$ cat src/rtl/lfsr_crypt_pkg.sv
// Shared definitions for the LFSR stream-cipher engine: FSM state codes,
// the tap-pattern table searched during key recovery (LW = 7), and the
// width-generic Fibonacci LFSR step function.
package lfsr_crypt_pkg;

    typedef logic [2:0] state_t;

    localparam state_t ST_IDLE = 3'd0;
    localparam state_t ST_LOAD = 3'd1;
    localparam state_t ST_SCAN = 3'd2;
    localparam state_t ST_RD   = 3'd3;
    localparam state_t ST_WR   = 3'd4;
    localparam state_t ST_DONE = 3'd5;

    // Widest LFSR the step function supports; narrower registers are zero-extended.
    localparam int LFSR_MAXW = 16;

    localparam int PTRN_TABLE_LEN = 9;
    localparam logic [6:0] LFSR_PTRN_TABLE [0:PTRN_TABLE_LEN-1] = '{
        7'h60, 7'h48, 7'h78, 7'h72, 7'h6A, 7'h69, 7'h5C, 7'h7E, 7'h7B
    };

    // One Fibonacci step on the low w bits: shift left, feedback = parity of tapped bits.
    function automatic logic [LFSR_MAXW-1:0] lfsr_next(
        input logic [LFSR_MAXW-1:0] s,
        input logic [LFSR_MAXW-1:0] p,
        input int                   w
    );
        logic [LFSR_MAXW-1:0] mask;
        mask = {LFSR_MAXW{1'b1}} >> (LFSR_MAXW - w);
        return ((s << 1) | LFSR_MAXW'(^(s & p & mask))) & mask;
    endfunction

endpackage

$ cat src/rtl/lfsr_gen.sv
// LW-bit Fibonacci LFSR register. Load has priority over step; the tap
// pattern is an input so the same register serves both the cipher run and
// the candidate search during key recovery.
module lfsr_gen
    import lfsr_crypt_pkg::*;
#(
    parameter int LW = 7
) (
    input  logic          clk,
    input  logic          init_n,
    input  logic          load,
    input  logic          step,
    input  logic [LW-1:0] load_val,
    input  logic [LW-1:0] ptrn,
    output logic [LW-1:0] state
);

    // Keystream register: resets to 1 so it can never sit in the all-zero lock-up state.
    always_ff @(posedge clk or negedge init_n) begin
        if (!init_n) begin
            state <= LW'(1);
        end else if (load) begin
            state <= load_val;
        end else if (step) begin
            state <= LW'(lfsr_next(LFSR_MAXW'(state), LFSR_MAXW'(ptrn), LW));
        end
    end

endmodule

$ cat src/rtl/lfsr_stream_cipher.sv
// LFSR stream-cipher engine. Walks msg_len bytes from src_base, XORs each with
// the keystream (encrypt also removes the ASCII bias first) and writes the
// result to dst_base. A run is launched by req falling and ends in DONE with
// ack held until req rises again. Raising req mid-run aborts to IDLE.
// Optional feature macro: LFSR_KEY_RECOVER_EN -- decrypt recovers tap pattern
// and seed from a known run of leading space bytes (adds PRE_MIN / NUM_PTRN).
module lfsr_stream_cipher
    import lfsr_crypt_pkg::*;
#(
    parameter int             LW      = 7,
    parameter int             DW      = 8,
    parameter int             AW      = 8,
    parameter int             MSG_LEN = 64,
    parameter logic [DW-1:0]  BIAS    = 8'h20
`ifdef LFSR_KEY_RECOVER_EN
    ,
    parameter int             PRE_MIN  = 10,
    parameter int             NUM_PTRN = 9
`endif
) (
    input  logic                         clk,
    input  logic                         init_n,
    input  logic                         req,
    input  logic                         mode,
    input  logic [AW-1:0]                src_base,
    input  logic [AW-1:0]                dst_base,
    input  logic [$clog2(MSG_LEN+1)-1:0] msg_len,
    input  logic [LW-1:0]                ptrn_in,
    input  logic [LW-1:0]                seed_in,
    output logic [AW-1:0]                mem_addr,
    output logic                         mem_rd_en,
    input  logic [DW-1:0]                mem_rdata,
    output logic                         mem_wr_en,
    output logic [DW-1:0]                mem_wdata,
    output logic                         busy,
    output logic                         ack,
    output logic                         key_err,
    output logic [3:0]                   key_idx
);

    localparam int CW = $clog2(MSG_LEN+1);

    state_t        state;
    logic          req_q;
    logic          launch_q;
    logic          mode_q;
    logic [AW-1:0] src_q;
    logic [AW-1:0] dst_q;
    logic [CW-1:0] len_q;
    logic [CW-1:0] idx;
    logic [LW-1:0] ptrn_q;

    logic          launch;
    logic [CW-1:0] len_clip;
    logic [LW-1:0] seed_fix;
    logic [DW-1:0] src_byte;
    logic [DW-1:0] crypt_byte;

    logic          gen_load;
    logic          gen_step;
    logic [LW-1:0] gen_load_val;
    logic [LW-1:0] gen_ptrn;
    logic [LW-1:0] lfsr_state;

`ifdef LFSR_KEY_RECOVER_EN
    localparam int KW = $clog2(PRE_MIN);

    logic [LW-1:0] kb [0:PRE_MIN-1];
    logic          ph;
    logic [KW-1:0] kw;
    logic [KW-1:0] kj;
    logic [3:0]    k_q;
    logic [LW-1:0] scan_ptrn;
    logic [LW-1:0] scan_cand;
    logic [LW-1:0] kb_seed;
    logic          scan_match;
    logic          scan_last;
`endif

    // Launch is req seen high on the previous edge and low on this one, while idle.
    assign launch   = (state == ST_IDLE) && req_q && !req;
    assign len_clip = (msg_len > CW'(MSG_LEN)) ? CW'(MSG_LEN) : msg_len;
    assign seed_fix = (seed_in == '0) ? LW'(1) : seed_in;

    // Bits above LW pass through; subtraction wraps modulo 2**DW.
    assign src_byte   = mode_q ? mem_rdata : (mem_rdata - BIAS);
    assign crypt_byte = src_byte ^ DW'(lfsr_state);

`ifdef LFSR_KEY_RECOVER_EN
    // Candidate check: the pad bytes encrypt to the bare keystream, so each
    // buffered byte must equal the next LFSR state under the trial pattern.
    assign scan_ptrn  = LW'(LFSR_PTRN_TABLE[k_q]);
    assign scan_cand  = LW'(lfsr_next(LFSR_MAXW'(lfsr_state), LFSR_MAXW'(scan_ptrn), LW));
    assign scan_match = (scan_cand == kb[kj]);
    assign scan_last  = (kj == KW'(PRE_MIN-1));
    assign kb_seed    = (kb[0] == '0) ? LW'(1) : kb[0];
`endif

    // Keystream register control: seed at launch, step after each write, search during SCAN.
    always_comb begin
        gen_load     = 1'b0;
        gen_step     = 1'b0;
        gen_load_val = seed_fix;
        gen_ptrn     = ptrn_q;
        if (launch) begin
            gen_load = 1'b1;
        end
        if (state == ST_WR && !req) begin
            gen_step = 1'b1;
        end
`ifdef LFSR_KEY_RECOVER_EN
        if (state == ST_SCAN) begin
            gen_ptrn     = scan_ptrn;
            gen_load_val = kb_seed;
            if (!scan_match || scan_last) begin
                gen_load = 1'b1;
            end else begin
                gen_step = 1'b1;
            end
        end
`endif
    end

    lfsr_gen #(
        .LW       (LW)
    ) u_lfsr_gen (
        .clk      (clk),
        .init_n   (init_n),
        .load     (gen_load),
        .step     (gen_step),
        .load_val (gen_load_val),
        .ptrn     (gen_ptrn),
        .state    (lfsr_state)
    );

    // Run control FSM and launch-time capture of the job parameters.
    always_ff @(posedge clk or negedge init_n) begin
        if (!init_n) begin
            state    <= ST_IDLE;
            req_q    <= 1'b0;
            launch_q <= 1'b0;
            mode_q   <= 1'b0;
            src_q    <= '0;
            dst_q    <= '0;
            len_q    <= '0;
            idx      <= '0;
            ptrn_q   <= '0;
`ifdef LFSR_KEY_RECOVER_EN
            key_err  <= 1'b0;
            key_idx  <= '0;
            ph       <= 1'b0;
            kw       <= '0;
            kj       <= '0;
            k_q      <= '0;
`endif
        end else begin
            req_q    <= req;
            launch_q <= launch;
            if (launch) begin
                mode_q  <= mode;
                src_q   <= src_base;
                dst_q   <= dst_base;
                len_q   <= len_clip;
                ptrn_q  <= ptrn_in;
`ifdef LFSR_KEY_RECOVER_EN
                key_err <= 1'b0;
                key_idx <= '0;
`endif
            end
            case (state)
                ST_IDLE: begin
                    if (launch_q && !req) begin
                        idx <= '0;
                        if (len_q == '0) begin
                            state <= ST_DONE;
`ifdef LFSR_KEY_RECOVER_EN
                        end else if (mode_q) begin
                            if (len_q < CW'(PRE_MIN)) begin
                                key_err <= 1'b1;
                                state   <= ST_DONE;
                            end else begin
                                ph    <= 1'b0;
                                kw    <= '0;
                                state <= ST_LOAD;
                            end
`endif
                        end else begin
                            state <= ST_RD;
                        end
                    end
                end
                ST_RD: begin
                    state <= req ? ST_IDLE : ST_WR;
                end
                ST_WR: begin
                    if (req) begin
                        state <= ST_IDLE;
                    end else begin
                        idx   <= idx + CW'(1);
                        state <= ((idx + CW'(1)) == len_q) ? ST_DONE : ST_RD;
                    end
                end
                ST_DONE: begin
                    if (req) begin
                        state <= ST_IDLE;
                    end
                end
`ifdef LFSR_KEY_RECOVER_EN
                ST_LOAD: begin
                    if (req) begin
                        state <= ST_IDLE;
                    end else if (!ph) begin
                        ph <= 1'b1;
                    end else begin
                        ph <= 1'b0;
                        if (kw == KW'(PRE_MIN-1)) begin
                            k_q   <= '0;
                            kj    <= KW'(1);
                            state <= ST_SCAN;
                        end else begin
                            kw <= kw + KW'(1);
                        end
                    end
                end
                ST_SCAN: begin
                    if (req) begin
                        state <= ST_IDLE;
                    end else if (scan_match) begin
                        if (scan_last) begin
                            key_idx <= k_q;
                            ptrn_q  <= scan_ptrn;
                            idx     <= '0;
                            state   <= ST_RD;
                        end else begin
                            kj <= kj + KW'(1);
                        end
                    end else if (k_q == 4'(NUM_PTRN-1)) begin
                        key_err <= 1'b1;
                        state   <= ST_DONE;
                    end else begin
                        k_q <= k_q + 4'd1;
                        kj  <= KW'(1);
                    end
                end
`endif
                default: begin
                    state <= ST_IDLE;
                end
            endcase
        end
    end

`ifdef LFSR_KEY_RECOVER_EN
    // Pad-byte buffer filled on the data-return half of each LOAD byte.
    always_ff @(posedge clk) begin
        if (state == ST_LOAD && ph) begin
            kb[kw] <= mem_rdata[LW-1:0];
        end
    end
`else
    assign key_err = 1'b0;
    assign key_idx = 4'd0;
`endif

    // Memory port and status decode; everything is zero outside an active phase.
    always_comb begin
        busy      = 1'b0;
        mem_addr  = '0;
        mem_rd_en = 1'b0;
        mem_wr_en = 1'b0;
        mem_wdata = '0;
        case (state)
            ST_RD: begin
                busy      = 1'b1;
                mem_addr  = src_q + AW'(idx);
                mem_rd_en = 1'b1;
            end
            ST_WR: begin
                busy      = 1'b1;
                mem_addr  = dst_q + AW'(idx);
                mem_wr_en = 1'b1;
                mem_wdata = crypt_byte;
            end
`ifdef LFSR_KEY_RECOVER_EN
            ST_LOAD: begin
                busy      = 1'b1;
                mem_addr  = src_q + AW'(kw);
                mem_rd_en = !ph;
            end
            ST_SCAN: begin
                busy = 1'b1;
            end
`endif
            default: begin
            end
        endcase
    end

    assign ack = (state == ST_DONE);

endmodule

$ cat config.mk
export PLATFORM = sky130hd
export DESIGN_NAME = lfsr_stream_cipher
export DESIGN_NICKNAME = d
export VERILOG_FILES = /design/src/rtl/lfsr_crypt_pkg.sv /design/src/rtl/lfsr_gen.sv /design/src/rtl/lfsr_stream_cipher.sv
export SDC_FILE = /design/constraint.sdc
export NUM_CORES = 1
export LEC_CHECK = 0
export CAP_MARGIN = 15
export CORE_MARGIN = 1.5
export CORE_UTILIZATION = 51
export CTS_BUF_LIST = sky130_fd_sc_hd__clkbuf_8
export CTS_CLUSTER_DIAMETER = 120
export DETAILED_ROUTE_END_ITERATION = 12
export PLACE_DENSITY = 0.83
export SLEW_MARGIN = 15
export SYNTH_ARGS = -nofsm -noshare
export SYNTH_HDL_FRONTEND = slang
export SYNTH_SLANG_ARGS = --single-unit
$ cat constraint.sdc
create_clock -name clk -period 4.35 [get_ports clk]
set_clock_uncertainty 0.1 [all_clocks]
set_input_delay 1.305 -clock clk [delete_from_list [all_inputs] [get_ports clk]]
set_output_delay 1.305 -clock clk [all_outputs]
set_load 0.03 [all_outputs]
* Word-level counts from Yosys, hierarchy flattened
Cells that the tools add are included.
Operators by class: add/subtract/negate cells 4, $lt $le $gt $ge 1, eq/ne operators 7, multiplexer cells 22, bitwise logic cells 3, reductions and logical operators 14
Operator list (count):
- $mux W7 | 6
- $mux W3 | 6
- $add A8 B7 Y8 | 2
- $mux W8 | 2
- $pmux W8 S2 | 1
- $reduce_xor A16 Y1 | 1
- $logic_not A7 Y1 | 2
- $pmux W7 S2 | 1
- $pmux W3 S4 | 1
- $sub A8 B6 Y8 const B | 1
- $xor A8 B7 Y8 | 1
- $add A7 B1 Y7 const B | 1
- $and A7 B7 Y7 | 1
- $eq A7 B7 Y1 | 1
- $gt A7 B7 Y1 const B | 1
- $or A7 B1 Y7 | 1
- $eq A3 B3 Y1 const B | 2
- $mux W1 | 5
- $logic_and A1 B1 Y1 | 4
- $ne A2 B2 Y1 const B | 2
- $reduce_bool A2 Y1 | 2
- $eq A3 B2 Y1 const B | 1
- $logic_not A3 Y1 | 1
- $reduce_and A3 Y1 | 1
- other kinds (4) | 4
Storage, ports and cells: bits in registers 50, output and inout bits 25

* Logic depth before layout (Yosys ltp)
depth in word-level cells 5, depth in mapped cells 14

* Modules after synthesis
A second synthesis with hierarchy kept.
Unflattened totals: cell total of the unflattened synthesis 363, area, all modules 3012.9 um^2
By module, submodules not included:
- lfsr_stream_cipher | times used 1, cells an instance 321, area an instance 2603.7 um^2, seq. area each 1076.0 um^2
- lfsr_gen | times used 1, cells an instance 42, area an instance 409.1 um^2, seq. area each 176.4 um^2

* Least setup slack after synthesis
OpenSTA, ideal clock, no wires.
path type register to output, start register state[1], end output port mem_addr[6], arrival time 3.215 ns, required time 2.945 ns, setup slack -0.270 ns, stages on the path, launching flop included 15, path buffers 2, path through dfrtp_1 > or3b_2 > buf_2 > inv_1 > buf_4 > nand2_1 > nand2_1 > ha_1 > inv_1 > fa_1 > nor2b_1 > o21ai_0 > a21o_1 > nand3b_1 > nor3b_1
On the way: word-level cells in the longest chain between the ends 2, elaborated cells between the ends (all ways) 3
Ends and longest elaborated chain:
- start: declaration | RTL line lfsr_stream_cipher.sv:43 | state_t state;
- start signal: assignment | RTL line lfsr_stream_cipher.sv:193 | state <= req ? ST_IDLE : ST_WR;
- start signal: assignment | RTL line lfsr_stream_cipher.sv:200 | state <= ((idx + CW'(1)) == len_q) ? ST_DONE : ST_RD;
- $eq A3 B3 Y1 or $eq A3 B2 Y1 (tied branches) | RTL line lfsr_stream_cipher.sv:272 | case (state)
- $pmux W8 S2 * | RTL line lfsr_stream_cipher.sv:272
- end: declaration | RTL line lfsr_stream_cipher.sv:30 | output logic [AW-1:0] mem_addr,
Mark *: on every way between the ends. The rest lies on a longest branch, timed or not.

* Worst setup path in the final report
Same ends and word-level chain as after synthesis.

==> metrics.cfg <==
[routing]
detail_route.first_pass.iterations = 4
wirelength_mm = 7.79
drc_errors = 0
antenna_left = 0
avgRoutedWirePerCell_um = 15.2
drtIter0Drc = 207
vias = 2758
detail_route.vias_per_cell = 5.37

[power]
p_sw_share_pct = 37.3
clkPwrFrac_pct = 18.8
pwr-share-comb_pct = 39.1
peakVddDrop_mv = 0.293
p_leak_nw = 1.81
p_int_mw = 1.11
powerDensity_nw_per_um2 = 457
seq_power_share_pct = 42.1
power_mw = 1.77
p_switching_mw = 0.659

[die]
pin_count = 74
rows = 27
fp.dieW_um = 78.7
initial_utilization_pct = 53.0
fp.coreArea_um2 = 5510
die_h_um = 78.7
die_area_um2 = 6190

[critical_path]
r2r_setup_slack_ps = 2000
rr_worst_depth = 6
path_common_cell = nand2_1
rr_endpoint = state[1]
crit_fanout = 5
crit_slowest_cell = or3b_4
startpoint_type = flop
cp.required_ps = 2940
worstSetupEndpointType = output port
worstReg2RegStart = idx[0]
critical_path_class = reg -> out
worstPathCellList = or3b_4 > inv_4 > nand2_1 > nand2_1 > ha_4 > inv_1 > fa_2 > nor2b_2 > o21ai_0 > a21o_1 > a21boi_1 > nor3b_2 > buf_4
crit_arrival_ps = 2940
cpPeakStageDelay_ps = 440

[place]
post-dp-hpwl_mm = 5.27
routabilityCongestion = 0.872
dp.cells = 498
placed_area_um2 = 3640
port-buffer-count = 68

[timing]
tightest_slew_ps = 819
max_slew_margin_pct = 45.2
min_period_over_period_pct = 100
setup-violations-final = 0
clock.fmax_mhz = 230
hold_violations = 0
fin_setup_tns_ps = 0
min_period_ps = 4350
drv_slew = 0

[clock_tree]
cts_tree = yes
cts_buffers = 5
cts_buffer_depth = 2
clkTransAtPathRegs_ps = 90
numClockSinks = 50
htreeDepth = 2
clock_latency_ps = 310
cts_root_buf = clkbuf_8

[min_path]
whs_endpoint = gen_ptrn[6]
hp-start = gen_ptrn[6]
hold_class = reg -> reg
hold_depth = 2

[synth]
ys_seq_area_share_pct = 42.9
synth_cell_types = 42
syn_inst = 366
avgSynthCellArea_um2 = 7.98
ys_ff_latch = 50
synth_area_um2 = 2920
yosysWarnings = 0

[layout]
nets = 500
final_area_um2 = 3870
areaGrowthSynthToFinish_pct = 32.7
final_cells = 514
final_util_pct = 70.3
diodes = 0
seqCellArea_um2 = 1250
multi_input_area_um2 = 1620
final_layout_size_suffix_gt1_share_pct = 10.6
fillers = 438

[outcome]
outcome = finished, final reports clean

[global_route]
grt_use_total_pct = 26.2
grt_first_pass_wirelength_mm = 12.7
grt_pass1_vias = 2672
grt-ovfl-total = 0
antenna_found_initial = 0
grt_max_degree = 52

[flow_run]
cap_violations = 0

layer usage:
layer | vias up | wire length [µm] | GRT usage [%]
li1 | 1331 | - | -
met1 | 1302 | 3280 | 33.7
met2 | 103 | 3830 | 43.4
met3 | 22 | 483 | 5.70
met4 | 0 | 194 | 9.64
met5 | - | 0 | 0
metrics by stage:
step / hold slack, ps / worst slack [ps]
3_3_place_gp: 359 / 176
2_1_floorplan: 346 / 34.2
4_1_cts: 387 / 27.4
5_1_grt: 405 / -124
6_report: 387 / 0.567
3_5_place_dp: 364 / 100
area by class of cell:
| class | count | share of cell area (%) |
|---|---|---|
| inverter | 12 | 1.23 |
| timing repair buffer | 81 | 19.5 |
| tap | 72 | 2.33 |
| clock buffer | 5 | 1.78 |
| sequential | 50 | 32.3 |
| multi-input combinational | 291 | 41.8 |
| clock inverter | 3 | 1.07 |
timing repair:
item,CTS,global route
pin swaps,3,4
setup endpoints to repair,4,4
hold buffers,0,0
hold endpoints to repair,0,0
resized for setup,6,10
buffers inserted,3,5
cell usage after synthesis:
| cell type | count | share of area (%) |
|---|---|---|
| nand2_1 | 133 | 17 |
| dfrtp_1 | 49 | 42 |
| nor2_1 | 25 | 3.2 |
| o21ai_0 | 21 | 3.6 |
| xnor2_1 | 21 | 6.3 |
| inv_1 | 11 | 1.4 |
| ha_1 | 9 | 3.9 |
| nand2b_1 | 9 | 1.9 |
| a31oi_1 | 8 | 1.7 |
| nor3_1 | 8 | 1.4 |
| clkbuf_1 | 7 | 0.90 |
| xor2_1 | 7 | 2.1 |
| buf_4 | 6 | 1.5 |
| nand3_1 | 6 | 1.0 |
| a21oi_1 | 5 | 0.86 |
| nor2b_1 | 4 | 0.86 |
| o31ai_1 | 4 | 1.0 |
| a21o_1 | 3 | 0.77 |
| and3_1 | 3 | 0.64 |
| buf_2 | 3 | 0.51 |
| a211oi_1 | 2 | 0.51 |
| o211ai_1 | 2 | 0.51 |
| a21boi_0 | 1 | 0.26 |
| a21o_2 | 1 | 0.30 |
| a22o_1 | 1 | 0.30 |
| a22oi_1 | 1 | 0.26 |
| a32o_1 | 1 | 0.34 |
| and3_4 | 1 | 0.39 |
| buf_1 | 1 | 0.13 |
| clkinv_1 | 1 | 0.13 |
| conb_1 | 1 | 0.13 |
| dfstp_2 | 1 | 0.90 |
| fa_1 | 1 | 0.69 |
| nand3b_1 | 1 | 0.26 |
| nor3b_1 | 1 | 0.26 |
| nor4_1 | 1 | 0.21 |
| o22ai_1 | 1 | 0.21 |
| o32ai_1 | 1 | 0.30 |
| or2_2 | 1 | 0.21 |
| or3b_2 | 1 | 0.30 |
| or4_1 | 1 | 0.26 |
| or4_4 | 1 | 0.39 |
power groups by stage:
stage | sequential [mW] | clock [mW] | combinational, mW
2_1_floorplan | 0.708 | 0 | 0.475
3_3_place_gp | 0.746 | 0 | 0.609
3_5_place_dp | 0.752 | 0 | 0.629
4_1_cts | 0.741 | 0.336 | 0.650
5_1_grt | 0.762 | 0.354 | 0.770
6_report | 0.745 | 0.333 | 0.692
kinds of logic after synthesis:
family                     synth area share, %
DFF                                       42.9
and+or+nand+nor                           28.4
buffers and inverters                     4.63
xor gates and xnor gates                  8.40
other                                    0.128
adders and majority gates                 4.54
AOI/OAI and AO/OA                         11.0
worst max path at each step:
stage	from	to	slack, ps
4_1_cts	state[1]	mem_addr[6]	30
5_1_grt	state[1]	mem_addr[6]	-120
6_report	state[1]	mem_addr[6]	0.6
2_1_floorplan	state[1]	mem_addr[6]	30
3_5_place_dp	state[2]	mem_addr[7]	100
3_3_place_gp	mem_rdata[5]	mem_wdata[5]	180
worst max-delay path: cells and delay by family (launching register included):
| kind | cells | cell delay (ps) |
|---|---|---|
| flops | 1 | 400 |
| buf+inv | 3 | 340 |
| compound gates | 3 | 550 |
| fa+ha+maj | 2 | 510 |
| simple gates | 5 | 820 |
cell usage in the layout, fill, tap and decap left out, drive strengths merged, types with 2 or more instances in the layout:
cell type and instances:
a211oi 2, a21o 4, a21oi 5, a31oi 8
and3 4, buf 23, clkbuf 5, clkdlybuf4s50 58
conb 5, dfrtp 49, ha 9, inv 12
nand2 133, nand2b 9, nand3 6, nor2 25
nor2b 4, nor3 8, o211ai 2, o21ai 21
o31ai 4, or4 2, xnor2 21, xor2 7
state kept, by name (all words and copies together) (netlist names):
register and cells:
u_lfsr_gen.state 7, gen_ptrn 7, mode_q 1, dst_q 8
len_q 7, launch_q 1, src_q 8, req_q 1
idx 7, state 3
Note: power is estimated with default switching activity, not from simulation.
